[config.mk]
export PLATFORM = sky130hd
export DESIGN_NAME = hazard_ctrl_flat
export DESIGN_NICKNAME = d
export VERILOG_FILES = /design/src/rtl/hazard_ctrl_pkg.sv /design/src/rtl/hazard_ctrl_if.sv /design/src/rtl/hazard_ctrl_md_seq.sv /design/src/rtl/hazard_ctrl.sv /design/src/flat_wrapper.sv
export SDC_FILE = /design/constraint.sdc
export NUM_CORES = 1
export LEC_CHECK = 0
export ABC_CLOCK_PERIOD_IN_PS = 5460
export CAP_MARGIN = 20
export CORE_ASPECT_RATIO = 1.1
export CORE_MARGIN = 4
export CORE_UTILIZATION = 25
export CTS_CLUSTER_DIAMETER = 120
export DETAILED_ROUTE_END_ITERATION = 8
export PLACE_DENSITY = 0.45
export SLEW_MARGIN = 5
export SYNTH_ARGS = -nofsm -noshare
export SYNTH_HDL_FRONTEND = slang
export SYNTH_SLANG_ARGS = --single-unit
[constraint.sdc]
create_clock -name Clk -period 5.46 [get_ports Clk]
set_input_delay 0.819 -clock Clk [delete_from_list [all_inputs] [get_ports Clk]]
set_output_delay 0.819 -clock Clk [all_outputs]
set_load 0.02 [all_outputs]
[src/rtl/hazard_ctrl_pkg.sv]
// Shared encodings for the MIPS pipeline hazard controller: forwarding selects,
// MD sequencer states and register-field width.
package pipe_pkg;

  localparam int REG_W = 5;

  localparam logic [1:0] FWD_GPR = 2'b00;
  localparam logic [1:0] FWD_WB  = 2'b01;
  localparam logic [1:0] FWD_MEM = 2'b10;

  typedef enum logic {
    MD_IDLE = 1'b0,
    MD_BUSY = 1'b1
  } md_state_e;

  // MEM is the younger producer, so it takes priority over WB; $0 never forwards.
  function automatic logic [1:0] fwd_sel(
    input logic             mem_rw,
    input logic [REG_W-1:0] mem_we,
    input logic             wb_rw,
    input logic [REG_W-1:0] wb_we,
    input logic [REG_W-1:0] src
  );
    if (mem_rw && mem_we != '0 && mem_we == src) return FWD_MEM;
    if (wb_rw && wb_we != '0 && wb_we == src)    return FWD_WB;
    return FWD_GPR;
  endfunction

endpackage

[src/rtl/hazard_ctrl_if.sv]
// Pipeline-to-hazard-controller bundle: stage register fields in, forwarding,
// stall/flush, MD sequencing and performance counters out.
interface hazard_ctrl_if
  import pipe_pkg::*;
#(
  parameter int CNT_W = 32
);
  logic [REG_W-1:0] ID_Rs, ID_Rt;
  logic             ID_UseRs, ID_UseRt;
  logic             ID_IsMd, ID_MdIsDiv, ID_ReadsHiLo, ID_Jump;
  logic [REG_W-1:0] EX_Rs, EX_Rt, EX_WeSel;
  logic             EX_MemR, EX_BranchTaken;
  logic [REG_W-1:0] MEM_WeSel;
  logic             MEM_RegW;
  logic [REG_W-1:0] WB_WeSel;
  logic             WB_RegW;

  logic [1:0]       FwdA, FwdB;
  logic             PcStall, IfIdStall, IfIdFlush, IdExFlush;
  logic             MdStart, MdBusy;
  logic [CNT_W-1:0] StallCycles, FlushCycles;

  modport master (
    output ID_Rs, ID_Rt, ID_UseRs, ID_UseRt, ID_IsMd, ID_MdIsDiv, ID_ReadsHiLo, ID_Jump,
    output EX_Rs, EX_Rt, EX_WeSel, EX_MemR, EX_BranchTaken,
    output MEM_WeSel, MEM_RegW, WB_WeSel, WB_RegW,
    input  FwdA, FwdB, PcStall, IfIdStall, IfIdFlush, IdExFlush,
    input  MdStart, MdBusy, StallCycles, FlushCycles
  );

  modport slave (
    input  ID_Rs, ID_Rt, ID_UseRs, ID_UseRt, ID_IsMd, ID_MdIsDiv, ID_ReadsHiLo, ID_Jump,
    input  EX_Rs, EX_Rt, EX_WeSel, EX_MemR, EX_BranchTaken,
    input  MEM_WeSel, MEM_RegW, WB_WeSel, WB_RegW,
    output FwdA, FwdB, PcStall, IfIdStall, IfIdFlush, IdExFlush,
    output MdStart, MdBusy, StallCycles, FlushCycles
  );
endinterface

[src/rtl/hazard_ctrl_md_seq.sv]
// MULT/DIV sequencer: issues the start pulse, tracks occupancy with a down
// counter and flags HI/LO hazards for the ID instruction.
module md_seq
  import pipe_pkg::*;
#(
  parameter int MD_MUL_CYCLES = 5,
  parameter int MD_DIV_CYCLES = 10
) (
  input  logic clk,
  input  logic rst,
  input  logic is_md_i,
  input  logic md_is_div_i,
  input  logic reads_hilo_i,
  input  logic lu_i,
  input  logic br_taken_i,
  output logic md_start_o,
  output logic md_busy_o,
  output logic md_hz_o
);

  localparam int CW = (MD_DIV_CYCLES > 1) ? $clog2(MD_DIV_CYCLES) : 1;
  localparam logic [CW-1:0] MUL_LD = CW'(MD_MUL_CYCLES - 1);
  localparam logic [CW-1:0] DIV_LD = CW'(MD_DIV_CYCLES - 1);

  md_state_e      state_q;
  logic [CW-1:0]  cnt_q;
  logic           issue;

  // An MD op held back by a load-use stall or squashed by a branch must not start.
  assign issue      = (state_q == MD_IDLE) && is_md_i && !lu_i && !br_taken_i;
  assign md_start_o = issue && !rst;
  assign md_busy_o  = (state_q == MD_BUSY) && !rst;
  assign md_hz_o    = md_busy_o && (is_md_i || reads_hilo_i);

  always_ff @(posedge clk) begin
    if (rst) begin
      state_q <= MD_IDLE;
      cnt_q   <= '0;
    end else begin
      case (state_q)
        MD_IDLE: begin
          if (issue) begin
            cnt_q   <= md_is_div_i ? DIV_LD : MUL_LD;
            state_q <= MD_BUSY;
          end
        end
        MD_BUSY: begin
          if (cnt_q != '0) cnt_q   <= cnt_q - CW'(1);
          else             state_q <= MD_IDLE;
        end
        default: state_q <= MD_IDLE;
      endcase
    end
  end

endmodule

[src/rtl/hazard_ctrl.sv]
// Hazard controller for the 5-stage MIPS pipeline: EX forwarding, load-use
// stall, branch/jump flushes, MD sequencing and stall/flush cycle counters.
module hazard_ctrl
  import pipe_pkg::*;
#(
  parameter int MD_MUL_CYCLES = 5,
  parameter int MD_DIV_CYCLES = 10,
  parameter int CNT_W         = 32
) (
  input logic         Clk,
  input logic         Reset,
  hazard_ctrl_if.slave hz
);

  logic             lu, md_hz, md_start, md_busy;
  logic             stall, ifid_flush, idex_flush;
  logic [CNT_W-1:0] stall_cnt_q, stall_cnt_d;
  logic [CNT_W-1:0] flush_cnt_q, flush_cnt_d;

  assign lu = hz.EX_MemR && (hz.EX_WeSel != '0) &&
              ((hz.ID_UseRs && hz.ID_Rs == hz.EX_WeSel) ||
               (hz.ID_UseRt && hz.ID_Rt == hz.EX_WeSel));

  md_seq #(
    .MD_MUL_CYCLES (MD_MUL_CYCLES),
    .MD_DIV_CYCLES (MD_DIV_CYCLES)
  ) u_md_seq (
    .clk          (Clk),
    .rst          (Reset),
    .is_md_i      (hz.ID_IsMd),
    .md_is_div_i  (hz.ID_MdIsDiv),
    .reads_hilo_i (hz.ID_ReadsHiLo),
    .lu_i         (lu),
    .br_taken_i   (hz.EX_BranchTaken),
    .md_start_o   (md_start),
    .md_busy_o    (md_busy),
    .md_hz_o      (md_hz)
  );

  // A taken branch squashes the ID instruction, so any stall it caused is moot.
  assign stall      = !Reset && (lu || md_hz) && !hz.EX_BranchTaken;
  assign ifid_flush = !Reset && (hz.EX_BranchTaken || (hz.ID_Jump && !stall));
  assign idex_flush = !Reset && (stall || hz.EX_BranchTaken);

  assign hz.FwdA = Reset ? FWD_GPR :
                   fwd_sel(hz.MEM_RegW, hz.MEM_WeSel, hz.WB_RegW, hz.WB_WeSel, hz.EX_Rs);
  assign hz.FwdB = Reset ? FWD_GPR :
                   fwd_sel(hz.MEM_RegW, hz.MEM_WeSel, hz.WB_RegW, hz.WB_WeSel, hz.EX_Rt);

  assign hz.PcStall   = stall;
  assign hz.IfIdStall = stall;
  assign hz.IfIdFlush = ifid_flush;
  assign hz.IdExFlush = idex_flush;
  assign hz.MdStart   = md_start;
  assign hz.MdBusy    = md_busy;

  assign stall_cnt_d = stall      ? stall_cnt_q + CNT_W'(1) : stall_cnt_q;
  assign flush_cnt_d = ifid_flush ? flush_cnt_q + CNT_W'(1) : flush_cnt_q;

  always_ff @(posedge Clk) begin
    if (Reset) begin
      stall_cnt_q <= '0;
      flush_cnt_q <= '0;
    end else begin
      stall_cnt_q <= stall_cnt_d;
      flush_cnt_q <= flush_cnt_d;
    end
  end

  assign hz.StallCycles = Reset ? '0 : stall_cnt_q;
  assign hz.FlushCycles = Reset ? '0 : flush_cnt_q;

endmodule

[src/flat_wrapper.sv]
// flat-port wrapper written by rule: the top's interface ports become plain ports
module hazard_ctrl_flat import pipe_pkg::*;
#(
  parameter int MD_MUL_CYCLES = 5,
  parameter int MD_DIV_CYCLES = 10,
  parameter int CNT_W         = 32
)
  (Clk, Reset, hz_ID_Rs, hz_ID_Rt, hz_ID_UseRs, hz_ID_UseRt, hz_ID_IsMd, hz_ID_MdIsDiv, hz_ID_ReadsHiLo, hz_ID_Jump, hz_EX_Rs, hz_EX_Rt, hz_EX_WeSel, hz_EX_MemR, hz_EX_BranchTaken, hz_MEM_WeSel, hz_MEM_RegW, hz_WB_WeSel, hz_WB_RegW, hz_FwdA, hz_FwdB, hz_PcStall, hz_IfIdStall, hz_IfIdFlush, hz_IdExFlush, hz_MdStart, hz_MdBusy, hz_StallCycles, hz_FlushCycles);
  hazard_ctrl_if #(.CNT_W(CNT_W)) hz_i ();
  input logic Clk;
  input logic Reset;
  input wire logic [$bits(hz_i.ID_Rs)-1:0] hz_ID_Rs;
  input wire logic [$bits(hz_i.ID_Rt)-1:0] hz_ID_Rt;
  input wire logic [$bits(hz_i.ID_UseRs)-1:0] hz_ID_UseRs;
  input wire logic [$bits(hz_i.ID_UseRt)-1:0] hz_ID_UseRt;
  input wire logic [$bits(hz_i.ID_IsMd)-1:0] hz_ID_IsMd;
  input wire logic [$bits(hz_i.ID_MdIsDiv)-1:0] hz_ID_MdIsDiv;
  input wire logic [$bits(hz_i.ID_ReadsHiLo)-1:0] hz_ID_ReadsHiLo;
  input wire logic [$bits(hz_i.ID_Jump)-1:0] hz_ID_Jump;
  input wire logic [$bits(hz_i.EX_Rs)-1:0] hz_EX_Rs;
  input wire logic [$bits(hz_i.EX_Rt)-1:0] hz_EX_Rt;
  input wire logic [$bits(hz_i.EX_WeSel)-1:0] hz_EX_WeSel;
  input wire logic [$bits(hz_i.EX_MemR)-1:0] hz_EX_MemR;
  input wire logic [$bits(hz_i.EX_BranchTaken)-1:0] hz_EX_BranchTaken;
  input wire logic [$bits(hz_i.MEM_WeSel)-1:0] hz_MEM_WeSel;
  input wire logic [$bits(hz_i.MEM_RegW)-1:0] hz_MEM_RegW;
  input wire logic [$bits(hz_i.WB_WeSel)-1:0] hz_WB_WeSel;
  input wire logic [$bits(hz_i.WB_RegW)-1:0] hz_WB_RegW;
  output wire logic [$bits(hz_i.FwdA)-1:0] hz_FwdA;
  output wire logic [$bits(hz_i.FwdB)-1:0] hz_FwdB;
  output wire logic [$bits(hz_i.PcStall)-1:0] hz_PcStall;
  output wire logic [$bits(hz_i.IfIdStall)-1:0] hz_IfIdStall;
  output wire logic [$bits(hz_i.IfIdFlush)-1:0] hz_IfIdFlush;
  output wire logic [$bits(hz_i.IdExFlush)-1:0] hz_IdExFlush;
  output wire logic [$bits(hz_i.MdStart)-1:0] hz_MdStart;
  output wire logic [$bits(hz_i.MdBusy)-1:0] hz_MdBusy;
  output wire logic [$bits(hz_i.StallCycles)-1:0] hz_StallCycles;
  output wire logic [$bits(hz_i.FlushCycles)-1:0] hz_FlushCycles;
  assign hz_i.ID_Rs = hz_ID_Rs;
  assign hz_i.ID_Rt = hz_ID_Rt;
  assign hz_i.ID_UseRs = hz_ID_UseRs;
  assign hz_i.ID_UseRt = hz_ID_UseRt;
  assign hz_i.ID_IsMd = hz_ID_IsMd;
  assign hz_i.ID_MdIsDiv = hz_ID_MdIsDiv;
  assign hz_i.ID_ReadsHiLo = hz_ID_ReadsHiLo;
  assign hz_i.ID_Jump = hz_ID_Jump;
  assign hz_i.EX_Rs = hz_EX_Rs;
  assign hz_i.EX_Rt = hz_EX_Rt;
  assign hz_i.EX_WeSel = hz_EX_WeSel;
  assign hz_i.EX_MemR = hz_EX_MemR;
  assign hz_i.EX_BranchTaken = hz_EX_BranchTaken;
  assign hz_i.MEM_WeSel = hz_MEM_WeSel;
  assign hz_i.MEM_RegW = hz_MEM_RegW;
  assign hz_i.WB_WeSel = hz_WB_WeSel;
  assign hz_i.WB_RegW = hz_WB_RegW;
  assign hz_FwdA = hz_i.FwdA;
  assign hz_FwdB = hz_i.FwdB;
  assign hz_PcStall = hz_i.PcStall;
  assign hz_IfIdStall = hz_i.IfIdStall;
  assign hz_IfIdFlush = hz_i.IfIdFlush;
  assign hz_IdExFlush = hz_i.IdExFlush;
  assign hz_MdStart = hz_i.MdStart;
  assign hz_MdBusy = hz_i.MdBusy;
  assign hz_StallCycles = hz_i.StallCycles;
  assign hz_FlushCycles = hz_i.FlushCycles;
  hazard_ctrl #(.MD_MUL_CYCLES(MD_MUL_CYCLES), .MD_DIV_CYCLES(MD_DIV_CYCLES), .CNT_W(CNT_W)) u_core (.Clk(Clk), .Reset(Reset), .hz(hz_i));
endmodule
Yosys cells after proc, flatten, opt, wreduce, memory -nomap -nowiden
Index checks and enable logic that the tools add are counted.
- $add $sub $neg: 3
- equal/unequal tests: 8
- multiplexer cells: 25
- bitwise gates (word level): 1
- reductions and logical operators: 35
- operators with widths (operator ; number):
    $add 32x1->32 const B ; 2
    $mux 32 ; 2
    $eq 5x5->1 ; 6
    $logic_and 1x1->1 ; 21
    $mux 2 ; 10
    $reduce_bool 5->1 ; 3
    $mux 4 ; 3
    $mux 1 ; 8
    $pmux 4 s2 ; 1
    $logic_or 1x1->1 ; 5
    $logic_not 1->1 ; 4
    $reduce_bool 4->1 ; 1
    $sub 4x1->4 const B ; 1
    $ne 2x1->1 const B ; 1
    $ne 2x2->1 const B ; 1
    $pmux 1 s2 ; 1
    $reduce_and 2->1 ; 1
    $not 1->1 ; 1
- flip-flop bits (word level): 69
- bits of input ports: 47
- output and inout bits: 74
- logic and storage cells: 76

Longest topological paths before layout
Gate-level depths: netlist of run 1.
- depth in word-level cells: 11
- gate-level depth with buffers: 9
- gate-level depth less buffers: 6

By module
From an unflattened synthesis of run 1, not the netlist that was laid out.
- cells, all modules: 539
- area total of the unflattened synthesis: 4284.1 µm²
- by module, submodules not included (module ; times used ; cells an instance ; area each (µm²) ; seq. area each (µm²)):
    hazard_ctrl ; 1 ; 503 ; 3967.6 ; 1281.2
    md_seq ; 1 ; 36 ; 316.6 ; 100.1

Worst setup path before layout of run 1
No wires, ideal clock.
- path type: in2out
- start: input port hz_MEM_WeSel[0]
- end: output port hz_FwdB[0]
- arrival: 2.457 ns
- setup slack: 2.184 ns
- stages: 4
- path buffers: 0
- cells stage by stage: or4_1 o21ai_0 nor3_1 nor4_1
- cells in the longest elaborated chain, start to end: 6
- ends and longest elaborated chain (what ; line ; source):
    start: declaration ; flat_wrapper.sv:25 ; input wire logic [$bits(hz_i.MEM_WeSel)-1:0] hz_MEM_WeSel;
    $reduce_bool 5->1 ; hazard_ctrl_pkg.sv:24 ; if (mem_rw && mem_we != '0 && mem_we == src) return FWD_MEM;
    $logic_and 1x1->1 ; hazard_ctrl_pkg.sv:24 ;
    $logic_and 1x1->1 (*) ; hazard_ctrl_pkg.sv:24 ;
    $mux 1 (*) ; hazard_ctrl_pkg.sv:24 ;
    $mux 2 (*) ; hazard_ctrl_pkg.sv:25 ; if (wb_rw && wb_we != '0 && wb_we == src) return FWD_WB;
    $mux 2 (*) ; hazard_ctrl.sv:47 ; assign hz.FwdB = Reset ? FWD_GPR :
    end: declaration ; flat_wrapper.sv:30 ; output wire logic [$bits(hz_i.FwdB)-1:0] hz_FwdB;
Mark *: on every way between the ends. The rest lies on a longest branch, timed or not.

Worst setup path after layout of run 1
- start: input port hz_EX_WeSel[1]
- end: output port hz_PcStall
- cells in the longest elaborated chain, start to end: 7
- ends and longest elaborated chain (what ; line ; source):
    start: declaration ; flat_wrapper.sv:22 ; input wire logic [$bits(hz_i.EX_WeSel)-1:0] hz_EX_WeSel;
    $eq 5x5->1, on equally long branches ; hazard_ctrl.sv:21, hazard_ctrl.sv:22 ;
    $logic_and 1x1->1, on equally long branches ; hazard_ctrl.sv:21, hazard_ctrl.sv:22 ;
    $logic_or 1x1->1 ; hazard_ctrl.sv:21 ; ((hz.ID_UseRs && hz.ID_Rs == hz.EX_WeSel) ||
    $logic_and 1x1->1 (*) ; hazard_ctrl.sv:20 ; assign lu = hz.EX_MemR && (hz.EX_WeSel != '0) &&
    $logic_or 1x1->1 (*) ; hazard_ctrl.sv:41 ; assign stall = !Reset && (lu || md_hz) && !hz.EX_BranchTaken;
    $logic_and 1x1->1 (*) (2 in a row) ; hazard_ctrl.sv:41 ;
    end: declaration ; flat_wrapper.sv:31 ; output wire logic [$bits(hz_i.PcStall)-1:0] hz_PcStall;
Marks and branches as above.

==> results.tsv, run 1 <==
stage	metric	value	unit
run_status	status	complete, no violations	
synthesis	register area share after synthesis	32.1	%
synthesis	Post-synth EDFFs	0	
pwr	Net Sw Frac	24.1	%
floorplan	number of primary I/O pins	121	
synthesis	post-synthesis net count	580	
sta	Clock Skew	3.43	ps
global_route	total global-route track usage	13.1	%
synthesis	top post-synthesis cells by area	dfxtp_1 (32%), mux2_2 (8.9%), nor2b_1 (8.9%), xnor2_1 (4.7%), nor2_1 (4.6%)	
sta	PnR worst setup slack	1220	ps
cts	Setup Fix Bufs, Post-CTS	0	
synthesis	Synth Register Bits	69	
drt	Post-Route WL	12900	um
sta	Fin Hold WS	471	ps
floorplan	Die Width	133	um
setup_path	Setup CP Type	in -> out	
setup_path	CP Launch Type	input port	
synthesis	Synth async-reset ratio	0	%
drt	DR vias/cell	4.77	
cts	total CTS buffers	9	
synthesis	Synth top area share	32.1	%
cells_and_area	Final nets	692	
placed_design	dpl cells	863	
cts	clk_lat worst skew	340	ps
synthesis	Netlist Area Pre-Place	4310	um^2
setup_path	CP Max Fanout	20	
floorplan	row cnt	50	
sta	setup_tns	0	ps
synthesis	syn avg cell area	8.14	um^2
synthesis	Synth top cells by count	dfxtp_1 (69), nor2b_1 (61), nor2_1 (53), nand2_1 (36), mux2_2 (34)	
sta	fin crit period	4240	ps
cts	Resized cells post-CTS	0	
cells_and_area	Multi-input gate area	2760	um^2
sta	endpoints failing setup	0	
global_route	vias in the first global route	3935	
synthesis	Synthesis Warnings	0	
pwr	Logic pwr share	11.2	%
sta	fmax	0.236	GHz
cells_and_area	Non-Filler Instances	880	
placed_design	port bufs	120	
cts	Clock transition at path regs	60	ps
sta	Fin. Hold Viols	0	
cells_and_area	Filler cells	1778	
setup_path	required time of the critical path	4640	ps
global_route	pin count of the biggest net entering global routing	117	
sta	Final Max Tran Viols	0	
cells_and_area	area grow syn2layout	40.6	%
drt	DR iter-0 viols	160	
cts	CTS tree	yes	
pwr	Int Power	968	uW
min_path	Hold Path Class	reg -> reg	
drt	DRC	0	
floorplan	Initial Util	25.4	%
cts	# hold bufs at CTS	0	
floorplan	Core ar.	17000	um^2
floorplan	full die area	19400	um^2
pwr	worst vdd ir	0.000155	V
setup_path	Worst Setup End Kind	primary output	
pwr	Clock Power Share	48.5	%
job	total of max-cap violations	0	
global_route	initial antenna violation count	0	
sta	max_slew headroom	50.3	%
cts	clock tree buffer depth	2	
synthesis	ys flop type	dfxtp_1	
placed_design	worst slack, placed	1190	ps
cts	clk root buf	clkbuf_16	
cells_and_area	# diodes	0	
pwr	Leakage	0.00208	uW
synthesis	Post-Syn Instances	529	
cells_and_area	storage element area	1380	um^2
drt	drt first pass iters	5	
drt	final antenna-violating net count	0	
placed_design	GPL Wtd Cong	0.762	
drt	routed length per instance	14.7	um
pwr	Net Sw Power	307	uW
synthesis	Yosys cell types	54	
cts	Sink Count	69	
drt	via count	4194	
sta	Final Cycle Share	77.7	%
global_route	first-pass GRT wire length	20500	um
cells_and_area	share of cells above drive strength 1	10.4	%
cts	htree depth	3	
setup_path	CP arrival	3420	ps
pwr	Reg power frac	40.3	%
floorplan	Vert. Die Dim	146	um
sta	RSZ-0062 raised after global routing	no	
sta	Least-Margin Pin Slew	743	ps
synthesis	post-synth top area cell	dfxtp_1	
placed_design	DP Wirelength	9660	um
global_route	remaining global-route overflow	0	
pwr	PwrDens	211	nW/um^2
synthesis	top-count cell post-synth	dfxtp_1	
[cells in the final DEF, fill, tap and decap left out, types with 14 or more instances in the layout]
cell,netlist,final
nand2_1,36,36
nor3_1,18,18
clkdlybuf4s50_1,0,119
nand3_1,17,17
a21oi_1,23,23
nand4_1,20,20
or4_1,17,17
mux2_2,34,34
o21ai_0,20,20
xnor2_1,23,23
dfxtp_1,69,69
nor4_1,14,14
nor2_1,53,53
nor2b_1,61,61
[metal layers]
| layer | part of all wire [%] | GRT usage [%] | vias up |
|---|---|---|---|
| li1 | - | - | 2135 |
| met1 | 46 | 16.6 | 1944 |
| met2 | 48 | 21.7 | 100 |
| met3 | 4.4 | 2.87 | 15 |
| met4 | 1.7 | 5.09 | 0 |
| met5 | 0 | 0 | - |
[area by class of cell]
type	instances	share of cell area [%]
clock buffers	13	4.46
inverters	13	0.806
multi-input cells	423	45.6
clock inverters	3	0.703
well taps	234	4.84
repair buffers	125	20.8
flip-flops and latches	69	22.8
[registers in the layout, indices dropped and copies added (netlist names)]
register,flops
u_core.stall_cnt_q,32
u_core.u_md_seq.cnt_q,4
u_core.flush_cnt_q,32
u_core.u_md_seq.state_q,1
[worst max-delay path, stage by stage]
cell and delay (ps):
clkdlybuf4s50_1 630, xnor2_1 160, nand4_1 160, o22ai_2 370, a21oi_1 120, buf_4 220, nand2b_1 200, inv_1 130
clkdlybuf4s50_1 620
[cells by family (layout without fill, tap and decap cells)]
group                      Yosys count  count (layout)  synth area share [%]
and+or+nand+nor                    282             282                  37.0
DFF                                 69              69                  32.1
AOI/OAI and AO/OA                   68              68                  9.91
buffers and inverters               37             154                  3.78
muxes                               35              35                  9.15
xor gates and xnor gates            34              34                  6.92
adders and majority gates            4               4                  1.16
[final timing paths]
check / end / slack [ps] / startpoint / depth (start not counted)
max: hz_PcStall / 1220 / hz_EX_WeSel[1] / 9
min: u_core.stall_cnt_q[4] / 470 / u_core.stall_cnt_q[4] / 1
max reg2reg: u_core.stall_cnt_q[31] / 3000 / u_core.stall_cnt_q[6] / 6
min reg2reg: u_core.stall_cnt_q[4] / 470 / u_core.stall_cnt_q[4] / 1
[power groups by stage]
stage	clock network (uW)	registers, uW	logic (uW)
after floorplan	0	523	75.4
after global placement	0	524	140
after detailed placement	0	525	142
after CTS	645	513	142
after global routing	661	514	157
final	619	514	143
[through the flow]
step	instance area (um^2)	power, uW	utilization (%)
after CTS	6030	1300	35.5
after detailed placement	5710	667	33.7
after floorplan	4310	598	-
after global placement	5710	665	33.7
final	6050	1280	35.7
after global routing	6050	1330	35.7
Note: power is estimated with default switching activity, not from simulation.
==> run 2: changes to the inputs <==
ABC_CLOCK_PERIOD_IN_PS = 3570   (was 5460)
PLACE_DENSITY = 0.47   (was 0.45)
clock period = 3.57 ns   (was 5.46 ns; I/O delays follow)
==> run 2 against run 1 <==
  * Combinational power up 59%
  * Setup slack worse by 1100 ps
  * Register-to-register slack worse by 1900 ps
==> results.tsv, run 2 (synthesis gave the netlist of run 1 again) <==
stage	metric	value	unit
placed_design	port bufs	120	
setup_path	Top delay family on crit path	buffers and inverters	
pwr	Net Sw Power	464	uW
setup_path	R2R depth	7	
sta	Final Cycle Share	95.7	%
sta	fin crit period	3420	ps
setup_path	CP Max Fanout	5	
placed_design	Placed Area	5800	um^2
setup_path	Reg2Reg Setup Slack	1150	ps
floorplan	Die Width	133	um
drt	DRC	0	
cts	Resized cells post-CTS	0	
setup_path	CP arrival	2880	ps
drt	DR iter-0 viols	200	
drt	final antenna-violating net count	0	
pwr	Logic pwr share	11.9	%
placed_design	worst slack, placed	159	ps
floorplan	full die area	19400	um^2
floorplan	Vert. Die Dim	146	um
cts	clk root buf	clkbuf_16	
setup_path	Setup CP Type	in -> out	
cells_and_area	commonest non-fill, non-tap cells in the layout	clkdlybuf4s50_1 (119), dfxtp_1 (69), nor2b_1 (61), nor2_1 (53), nand2_1 (36)	
floorplan	Core ar.	17000	um^2
cells_and_area	fin area	6090	um^2
sta	Final Max Tran Viols	0	
sta	fmax	0.293	GHz
sta	PnR worst setup slack	154	ps
placed_design	DP Wirelength	9830	um
pwr	PwrDens	313	nW/um^2
setup_path	critical path, cell by cell	clkdlybuf4s50_1 -> or4_4 -> o21ai_4 -> o2111a_1 -> and2_1 -> clkdlybuf4s50_1	
setup_path	required time of the critical path	3030	ps
pwr	Net Sw Frac	24.3	%
drt	Post-Route WL	13100	um
min_path	min-delay src	u_core.stall_cnt_q[4]	
setup_path	RR Endpoint	u_core.stall_cnt_q[31]	
cts	Sink Count	69	
drt	routed length per instance	14.7	um
global_route	initial antenna violation count	0	
setup_path	Worst Setup End Kind	primary output	
setup_path	delay of the slowest critical-path stage	620	ps
drt	DR vias/cell	4.79	
sta	endpoints failing setup	0	
setup_path	reg2reg start	u_core.stall_cnt_q[6]	
sta	max_slew headroom	56.4	%
setup_path	Slowest-stage cell, CP	clkdlybuf4s50_1	
cts	total CTS buffers	9	
sta	Fin. Hold Viols	0	
min_path	Hold Path Sink	u_core.stall_cnt_q[4]	
pwr	Int Power	1450	uW
pwr	worst vdd ir	0.000188	V
cts	Clock transition at path regs	50	ps
job	total of max-cap violations	0	
cells_and_area	share of cells above drive strength 1	11.5	%
sta	setup_tns	0	ps
global_route	pin count of the biggest net entering global routing	135	
drt	drt first pass iters	4	
pwr	Reg power frac	41.1	%
cts	# hold bufs at CTS	0	
cts	clk_lat worst skew	340	ps
sta	RSZ-0062 raised after global routing	no	
cts	clock tree buffer depth	2	
floorplan	Initial Util	25.4	%
floorplan	row cnt	50	
setup_path	Most Frequent Cell on Critical Path	clkdlybuf4s50_1	
cts	htree depth	3	
min_path	Hold Path Class	reg -> reg	
cts	Setup Fix Bufs, Post-CTS	0	
drt	via count	4261	
placed_design	GPL Wtd Cong	0.811	
sta	Least-Margin Pin Slew	655	ps
setup_path	CP Launch Type	input port	
setup_path	Worst Path Buf+Inv	2	
cells_and_area	area grow syn2layout	41.6	%
pwr	Clock Power Share	47.0	%
cells_and_area	# diodes	0	
global_route	remaining global-route overflow	0	
global_route	first-pass GRT wire length	21500	um
cells_and_area	Top Registers	u_core.flush_cnt_q: 32 flops, u_core.stall_cnt_q: 32 flops, u_core.u_md_seq.cnt_q: 4 flops	
cells_and_area	most common cell after layout, fill and taps aside	clkdlybuf4s50_1	
global_route	vias in the first global route	4226	
pwr	Leakage	0.00211	uW
run_status	status	complete, no violations	
global_route	total global-route track usage	13.5	%
min_path	Hold Crit Depth	1	
cells_and_area	Final nets	701	
cts	CTS tree	yes	
sta	Clock Skew	8.72	ps
floorplan	number of primary I/O pins	121	
==> run 2: cell types whose count changed in the layout (fill, tap and decap cells not counted) <==
cell and delta:
buf_4 +9, clkbuf_8 -2, buf_16 -1, clkbuf_1 +1, clkinv_2 +1, buf_12 +1
==> run 2: area by class of cell <==
cell class                 count  area, um^2
multi-input combinational    423        2760
timing repair buffer         134        1320
sequential                    69        1380
clock buffer                  12         246
tap                          234         293
inverter                      13        48.8
clock inverter                 4        47.5
fill                        1778       10900
==> run 2: how the worst max path moves through the flow <==
| stage | cells past startpoint | endpoint | startpoint | slack [ps] |
|---|---|---|---|---|
| after global placement | 6 | hz_MdStart | hz_EX_WeSel[0] | 170 |
| after floorplan | 4 | hz_FwdB[0] | hz_MEM_WeSel[0] | 860 |
| after CTS | 6 | hz_MdStart | hz_EX_WeSel[0] | 140 |
| after detailed placement | 6 | hz_MdStart | hz_EX_WeSel[0] | 160 |
| final | 6 | hz_MdStart | hz_EX_WeSel[0] | 150 |
| after global routing | 6 | hz_FwdB[0] | hz_MEM_WeSel[3] | 30 |
==> run 2: metal layers <==
layer / wire length (um) / global-route usage (%) / vias up / share of wire [%]
met5: 0 / 0 / - / 0
met3: 668 / 3.35 / 13 / 5.1
met4: 191 / 4.78 / 0 / 1.5
li1: - / - / 2144 / -
met2: 6390 / 23.1 / 100 / 49
met1: 5850 / 16.3 / 2004 / 45
==> run 2: worst reg2reg max path, stage by stage, from the launching register on <==
cell	delay, ps
dfxtp_1	400
nand4_1	180
or4_1	640
nor4_2	260
a21oi_1	120
buf_4	170
nor3b_1	210
mux2_1	330
==> run 2: power by group through the flow <==
stage               logic (uW)  registers, uW  clock network [uW]
floorplan                  115            800                   0
global placement           225            802                   0
detailed placement         228            802                   0
CTS                        229            785                 928
global route               248            786                 953
finish                     227            786                 897
==> run 2: through the flow <==
step                instances  total power (uW)  utilization, %  hold WS [ps]
floorplan                 529               915               -           426
global placement          873              1030            34.2           456
detailed placement        873              1030            34.2           473
CTS                       889              1940            35.9           478
global route              889              1990            35.9           507
finish                    889              1910            35.9           477
==> run 3: changes to the inputs <==
GPL_ROUTABILITY_DRIVEN = 1   (was not set)
==> results of run 3 <==
Final layout, timing and power as in run 2 (identical DEF).
